===== src/rtl/ceff_rr_arbiter_if.sv =====
// rtl/ceff_rr_arbiter_if.sv - handshake bundle between requesters, arbiter and consumer
//
// Purpose: groups the request/grant side and the capture/ack side of
// ceff_rr_arbiter into one interface.
// Signals:
//   req_valid_i [NREQ]       per-requester request
//   req_data_i  [NREQ*SIZE]  requester k data on [k*SIZE +: SIZE]
//   req_ready_o [NREQ]       one-hot grant
//   data_o      [SIZE]       captured data
//   src_o       [SRCW]       index of requester whose data is held
//   valid_o                  capture register holds an unacknowledged word
//   ack_i                    consumer accepts the held word
// Modports: slave = arbiter side, master = requester/consumer side.
interface ceff_rr_arbiter_if #(
  parameter int SIZE = 1,
  parameter int NREQ = 2
);
  localparam int SRCW = $clog2(NREQ);

  logic [NREQ-1:0]      req_valid_i;
  logic [NREQ*SIZE-1:0] req_data_i;
  logic [NREQ-1:0]      req_ready_o;
  logic [SIZE-1:0]      data_o;
  logic [SRCW-1:0]      src_o;
  logic                 valid_o;
  logic                 ack_i;

  modport slave (
    input  req_valid_i, req_data_i, ack_i,
    output req_ready_o, data_o, src_o, valid_o
  );

  modport master (
    output req_valid_i, req_data_i, ack_i,
    input  req_ready_o, data_o, src_o, valid_o
  );
endinterface


===== src/rtl/ceff_rr_arbiter.sv =====
// rtl/ceff_rr_arbiter.sv - round-robin arbiter feeding a single capture register
//
// Purpose: grants one of NREQ requesters per capture, latches its data and
// index, and holds the word until the consumer acknowledges it. A new winner
// is captured on the same edge as the ack, so ack held high gives one
// capture per cycle.
// Ports:
//   clk          rising-edge clock
//   reset        synchronous active-high reset
//   arb_if       ceff_rr_arbiter_if.slave (requests, grant, captured word, ack)
//   grant_cnt_o  16-bit saturating capture counter, present only when
//                CEFF_RR_ARBITER_STATS_EN is defined
module ceff_rr_arbiter #(
  parameter int SIZE = 1,
  parameter int NREQ = 2
) (
  input  logic                 clk,
  input  logic                 reset,
  ceff_rr_arbiter_if.slave     arb_if
`ifdef CEFF_RR_ARBITER_STATS_EN
  ,
  output logic [15:0]          grant_cnt_o
`endif
);
  localparam int SRCW = $clog2(NREQ);

  typedef enum logic {
    ST_EMPTY = 1'b0,
    ST_FULL  = 1'b1
  } state_t;

  state_t          state_q;
  logic [SIZE-1:0] data_q;
  logic [SRCW-1:0] src_q;
  logic            valid_q;
  logic [SRCW-1:0] ptr_q;

  logic            any_req;
  logic [SRCW-1:0] winner;
  logic [SIZE-1:0] winner_data;
  logic            cap_ok;
  logic            capture;
  logic [SRCW-1:0] ptr_d;
  int unsigned     scan_idx;

  // Scan from ptr_q upward with wrap; the first valid requester wins.
  always_comb begin
    any_req  = 1'b0;
    winner   = '0;
    scan_idx = 0;
    for (int i = 0; i < NREQ; i++) begin
      scan_idx = int'(ptr_q) + i;
      if (scan_idx >= NREQ) begin
        scan_idx = scan_idx - NREQ;
      end
      if (!any_req && arb_if.req_valid_i[scan_idx]) begin
        any_req = 1'b1;
        winner  = SRCW'(scan_idx);
      end
    end
  end

  assign winner_data = arb_if.req_data_i[int'(winner)*SIZE +: SIZE];

  // ack while FULL frees the register on the same edge that refills it.
  assign cap_ok  = (state_q == ST_EMPTY) | arb_if.ack_i;
  assign capture = any_req & cap_ok & ~reset;
  assign ptr_d   = (winner == SRCW'(NREQ - 1)) ? '0 : winner + SRCW'(1);

  assign arb_if.req_ready_o = capture ? (NREQ'(1) << winner) : '0;
  assign arb_if.data_o      = data_q;
  assign arb_if.src_o       = src_q;
  assign arb_if.valid_o     = valid_q;

  always_ff @(posedge clk) begin
    if (reset) begin
      state_q <= ST_EMPTY;
      data_q  <= '0;
      src_q   <= '0;
      valid_q <= 1'b0;
      ptr_q   <= '0;
    end else begin
      case (state_q)
        ST_EMPTY: begin
          if (any_req) begin
            state_q <= ST_FULL;
            valid_q <= 1'b1;
            data_q  <= winner_data;
            src_q   <= winner;
            ptr_q   <= ptr_d;
          end
        end
        ST_FULL: begin
          if (arb_if.ack_i) begin
            if (any_req) begin
              data_q <= winner_data;
              src_q  <= winner;
              ptr_q  <= ptr_d;
            end else begin
              state_q <= ST_EMPTY;
              valid_q <= 1'b0;
            end
          end
        end
        default: begin
          state_q <= ST_EMPTY;
          valid_q <= 1'b0;
        end
      endcase
    end
  end

`ifdef CEFF_RR_ARBITER_STATS_EN
  logic [15:0] grant_cnt_q;

  always_ff @(posedge clk) begin
    if (reset) begin
      grant_cnt_q <= '0;
    end else if (capture && (grant_cnt_q != 16'hFFFF)) begin
      grant_cnt_q <= grant_cnt_q + 16'd1;
    end
  end

  assign grant_cnt_o = grant_cnt_q;
`endif
endmodule


===== src/flat_wrapper.sv =====
// flat-port wrapper written by rule: the top's interface ports become plain ports
module ceff_rr_arbiter_flat 
#(
  parameter int SIZE = 1,
  parameter int NREQ = 2
)
  (clk, reset, arb_if_req_valid_i, arb_if_req_data_i, arb_if_ack_i, arb_if_req_ready_o, arb_if_data_o, arb_if_src_o, arb_if_valid_o);
  ceff_rr_arbiter_if #(.SIZE(SIZE), .NREQ(NREQ)) arb_if_i ();
  input  logic clk;
  input  logic reset;
  input wire logic [$bits(arb_if_i.req_valid_i)-1:0] arb_if_req_valid_i;
  input wire logic [$bits(arb_if_i.req_data_i)-1:0] arb_if_req_data_i;
  input wire logic [$bits(arb_if_i.ack_i)-1:0] arb_if_ack_i;
  output wire logic [$bits(arb_if_i.req_ready_o)-1:0] arb_if_req_ready_o;
  output wire logic [$bits(arb_if_i.data_o)-1:0] arb_if_data_o;
  output wire logic [$bits(arb_if_i.src_o)-1:0] arb_if_src_o;
  output wire logic [$bits(arb_if_i.valid_o)-1:0] arb_if_valid_o;
  assign arb_if_i.req_valid_i = arb_if_req_valid_i;
  assign arb_if_i.req_data_i = arb_if_req_data_i;
  assign arb_if_i.ack_i = arb_if_ack_i;
  assign arb_if_req_ready_o = arb_if_i.req_ready_o;
  assign arb_if_data_o = arb_if_i.data_o;
  assign arb_if_src_o = arb_if_i.src_o;
  assign arb_if_valid_o = arb_if_i.valid_o;
  ceff_rr_arbiter #(.SIZE(SIZE), .NREQ(NREQ)) u_core (.clk(clk), .reset(reset), .arb_if(arb_if_i));
endmodule

===== config.mk =====
export PLATFORM = sky130hd
export DESIGN_NAME = ceff_rr_arbiter_flat
export DESIGN_NICKNAME = d
export VERILOG_FILES = /design/src/rtl/ceff_rr_arbiter_if.sv /design/src/rtl/ceff_rr_arbiter.sv /design/src/flat_wrapper.sv
export SDC_FILE = /design/constraint.sdc
export NUM_CORES = 1
export LEC_CHECK = 0
export ABC_AREA = 1
export CAP_MARGIN = 0
export CELL_PAD_IN_SITES_DETAIL_PLACEMENT = 2
export CELL_PAD_IN_SITES_GLOBAL_PLACEMENT = 2
export CORE_MARGIN = 2
export CORE_UTILIZATION = 19
export DETAILED_ROUTE_END_ITERATION = 6
export GPL_ROUTABILITY_DRIVEN = 0
export HOLD_SLACK_MARGIN = 0.1
export MAX_ROUTING_LAYER = met4
export PLACE_DENSITY_LB_ADDON = 0.1
export SETUP_SLACK_MARGIN = 0.4
export SYNTH_ARGS = -nofsm -noshare
export SYNTH_HDL_FRONTEND = slang
export SYNTH_SLANG_ARGS = --single-unit
export TNS_END_PERCENT = 10

===== constraint.sdc =====
create_clock -name clk -period 1.1 [get_ports clk]
set_clock_uncertainty 0.1 [all_clocks]
set_input_delay 0.22 -clock clk [delete_from_list [all_inputs] [get_ports clk]]
set_output_delay 0.22 -clock clk [all_outputs]
set_load 0.1 [all_outputs]

==> run_summary.xml <==
<?xml version="1.0" encoding="UTF-8"?>
<metrics>
  <group name="run_status">
    <metric name="outcome" unit="">finished with violations</metric>
    <metric name="violations" unit="">negative setup slack</metric>
  </group>
  <group name="clock_network">
    <metric name="tritoncts_clock_tree" unit="">yes</metric>
    <metric name="cts_inserted_buffers" unit="">3</metric>
    <metric name="clock_sink_count" unit="">5</metric>
    <metric name="clock_latency" unit="ns">0.25</metric>
    <metric name="clk_pin_slew" unit="ns">0.04</metric>
    <metric name="clock_tree.htree_level_count" unit="">1</metric>
    <metric name="clk_root_buffer_cell" unit="">sky130_fd_sc_hd__clkbuf_4</metric>
    <metric name="clock_path_buffers" unit="">2</metric>
  </group>
  <group name="timing">
    <metric name="finalSetupViolCount" unit="">2</metric>
    <metric name="slew_headroom" unit="">0.813</metric>
    <metric name="setup_tns_after_final_layout" unit="ns">-0.772</metric>
    <metric name="final.min_clock_period" unit="ns">1.49</metric>
    <metric name="grt_setup_unrepaired" unit="">yes</metric>
    <metric name="period_share" unit="">1.36</metric>
    <metric name="drv_slew" unit="">0</metric>
    <metric name="finalHoldViolations" unit="">0</metric>
    <metric name="setup_slack" unit="ns">-0.392</metric>
    <metric name="worst_pin_slew" unit="ns">0.281</metric>
    <metric name="fmax" unit="MHz">670</metric>
  </group>
  <group name="critical_path">
    <metric name="worst-path-max-fanout" unit="">4</metric>
    <metric name="arrival_time_at_the_worst_endpoint" unit="ns">1.17</metric>
    <metric name="regToRegStartpoint" unit="">u_core.state_q$_SDFF_PP0_</metric>
    <metric name="critical_path.slowest_cell" unit="">sky130_fd_sc_hd__clkdlybuf4s15_1</metric>
    <metric name="path_cells" unit="">clkdlybuf4s15_1 -&gt; nor2_4 -&gt; inv_2 -&gt; nand2_4 -&gt; nor3_4 -&gt; buf_12</metric>
    <metric name="r2r_end" unit="">u_core.arb_if.src_o$_SDFFE_PP0P_</metric>
    <metric name="critPathRequiredTime" unit="ns">0.78</metric>
    <metric name="worstRegToRegCells" unit="">7</metric>
    <metric name="crit_path_end_kind" unit="">output port</metric>
    <metric name="timing_worst_setup_path_type" unit="">input pin to output port</metric>
    <metric name="setup.worst_path.start_class" unit="">input pin</metric>
    <metric name="regToRegSetupSlack" unit="ns">0.02</metric>
    <metric name="critPathMaxStageDelay" unit="ns">0.31</metric>
  </group>
  <group name="synthesis">
    <metric name="mappedNetlistArea" unit="um^2">283</metric>
    <metric name="ys_types" unit="">13</metric>
    <metric name="ys_warn_count" unit="">0</metric>
    <metric name="yosysSeqAreaShare" unit="">0.354</metric>
    <metric name="synth-seq-cells" unit="">5</metric>
    <metric name="synth_nets" unit="">46</metric>
    <metric name="post_synth_inst_count" unit="">39</metric>
    <metric name="post_synth.cell_area_avg" unit="um^2">7.25</metric>
  </group>
  <group name="detailed_routing">
    <metric name="first_pass_iters" unit="">1</metric>
    <metric name="ant_nets" unit="">0</metric>
    <metric name="post_drt_wl_per_cell" unit="um">12.8</metric>
    <metric name="via_count" unit="">338</metric>
    <metric name="drt_iter0_drc" unit="">0</metric>
    <metric name="drc" unit="">0</metric>
    <metric name="vias_per_cell" unit="">4.33</metric>
    <metric name="postRouteWirelength" unit="um">997</metric>
  </group>
  <group name="power_and_ir_drop">
    <metric name="leakage" unit="nW">0.275</metric>
    <metric name="vdd_drop_max" unit="uV">586</metric>
    <metric name="power_per_cell_area" unit="nW/um^2">1290</metric>
  </group>
  <group name="final_layout">
    <metric name="antenna_diode_instance_count" unit="">0</metric>
    <metric name="finalCoreUtilization" unit="">0.438</metric>
    <metric name="fin_nets" unit="">71</metric>
    <metric name="layout.cells.most_common_list" unit="">sky130_fd_sc_hd__buf_4, sky130_fd_sc_hd__buf_12, sky130_fd_sc_hd__dfxtp_2</metric>
    <metric name="fill_count" unit="">155</metric>
    <metric name="final_common_cell" unit="">sky130_fd_sc_hd__buf_4</metric>
    <metric name="area.growth.synth_to_final" unit="%">109</metric>
    <metric name="layout-drive-gt1-share" unit="">0.635</metric>
  </group>
  <group name="global_route">
    <metric name="first_global_vias" unit="">367</metric>
    <metric name="overflow" unit="">0</metric>
    <metric name="grt_start_max_net_pins" unit="">5</metric>
    <metric name="track_usage" unit="">0.139</metric>
    <metric name="grt_pass1_wl" unit="um">1660</metric>
    <metric name="grt_antenna_before_repair" unit="">0</metric>
  </group>
  <group name="placed_design">
    <metric name="buffer_ports.inserted" unit="">11</metric>
    <metric name="hpwl_detailed" unit="um">905</metric>
  </group>
  <group name="hold_path">
    <metric name="whs_endpoint" unit="">u_core.ptr_q$_SDFFE_PP0P_</metric>
    <metric name="min-delay-path-class" unit="">flip-flop to flip-flop</metric>
    <metric name="hold_path_depth" unit="">2</metric>
    <metric name="worstHoldStart" unit="">u_core.ptr_q$_SDFFE_PP0P_</metric>
  </group>
  <group name="floorplan">
    <metric name="die_height" unit="um">42.6</metric>
    <metric name="ioPinCount" unit="">12</metric>
    <metric name="area_enclosed_by_the_die_boundary" unit="um^2">1810</metric>
    <metric name="starting_density_of_the_core" unit="">0.209</metric>
    <metric name="die-width" unit="um">42.6</metric>
    <metric name="placementRows" unit="">13</metric>
    <metric name="core_region_area" unit="um^2">1350</metric>
  </group>
  <group name="job">
    <metric name="max_cap_viol_count" unit="">0</metric>
  </group>
</metrics>
layer usage:
layer / vias to the layer above / wire length (um) / track usage
li1: 165 / - / -
met4: 0 / 24 / 0.0750
met1: 156 / 352 / 0.130
met2: 12 / 557 / 0.234
met3: 5 / 63 / 0.0647
met5: - / 0 / -
registers in the layout, indices dropped and copies added, names as in the netlist:
register and flops:
u_core.arb_if.src_o 1, u_core.arb_if.valid_o 1, u_core.state_q 1, u_core.arb_if.data_o 1
u_core.ptr_q 1
power by group:
part           switching, mW  total (mW)  internal (mW)
registers             0.0162       0.218          0.202
logic                  0.194       0.322          0.128
clock network         0.0845       0.222          0.138
total                  0.295       0.762          0.467
critical path, delay by kind of cell:
family / cells / cell delay (ns)
buffers and inverters: 3 / 0.59
and+or+nand+nor: 3 / 0.36
layout make-up:
type	instances	area, um^2	area share
repair buffers	20	224	0.378
multi-input cells	27	190	0.321
flip-flops and latches	5	106	0.180
clock buffers	4	26.3	0.0444
inverters	7	26.3	0.0444
well taps	15	18.8	0.0317
per-stage QoR:
stage               area, um^2  hold WS (ns)  setup WS, ns  power, mW  cells
floorplan                  308         0.175        -0.523      0.390     39
global placement           547         0.349        -0.566      0.525     73
detailed placement         547         0.358        -0.604      0.539     73
CTS                        592         0.372        -0.404      0.776     78
global route               592         0.389        -0.457      0.806     78
finish                     592         0.371        -0.392      0.762     78
what timing repair did:
action / CTS / global route
setup endpoints to repair: 10 / 10
gates cloned: 0 / 0
resized for setup: 13 / 0
pin swaps: 2 / 0
hold buffers: 0 / 0
setup buffers: 1 / 0
logic make-up after synthesis:
family / after synthesis / synth area share
AOI/OAI and AO/OA: 4 / 0.0841
buffers and inverters: 7 / 0.0929
DFF: 5 / 0.354
and+or+nand+nor: 23 / 0.469
worst max-delay path by stage:
stage	from	end	slack, ns	cells after the start
after floorplan	u_core.ptr_q$_SDFFE_PP0P_	arb_if_req_ready_o[1]	-0.52	4
after global placement	arb_if_req_valid_i[1]	arb_if_req_ready_o[1]	-0.57	6
after detailed placement	arb_if_req_valid_i[1]	arb_if_req_ready_o[0]	-0.60	6
after CTS	u_core.state_q$_SDFF_PP0_	arb_if_req_ready_o[0]	-0.40	6
after global routing	u_core.state_q$_SDFF_PP0_	arb_if_req_ready_o[0]	-0.46	6
final	arb_if_req_valid_i[1]	arb_if_req_ready_o[1]	-0.39	6
cell usage after synthesis:
cell type | count | area share
sky130_fd_sc_hd__a21oi_2 | 1 | 0.031
sky130_fd_sc_hd__nor2_1 | 5 | 0.066
sky130_fd_sc_hd__nand2_4 | 1 | 0.040
sky130_fd_sc_hd__a21oi_1 | 3 | 0.053
sky130_fd_sc_hd__nand2_1 | 6 | 0.080
sky130_fd_sc_hd__nand3_1 | 2 | 0.035
sky130_fd_sc_hd__nand2_2 | 4 | 0.088
sky130_fd_sc_hd__dfxtp_1 | 5 | 0.35
sky130_fd_sc_hd__inv_1 | 5 | 0.066
sky130_fd_sc_hd__nor3_1 | 1 | 0.018
sky130_fd_sc_hd__inv_2 | 2 | 0.027
sky130_fd_sc_hd__nor2_4 | 3 | 0.12
sky130_fd_sc_hd__nor2_2 | 1 | 0.022
Note: power is estimated with default switching activity, not from simulation.
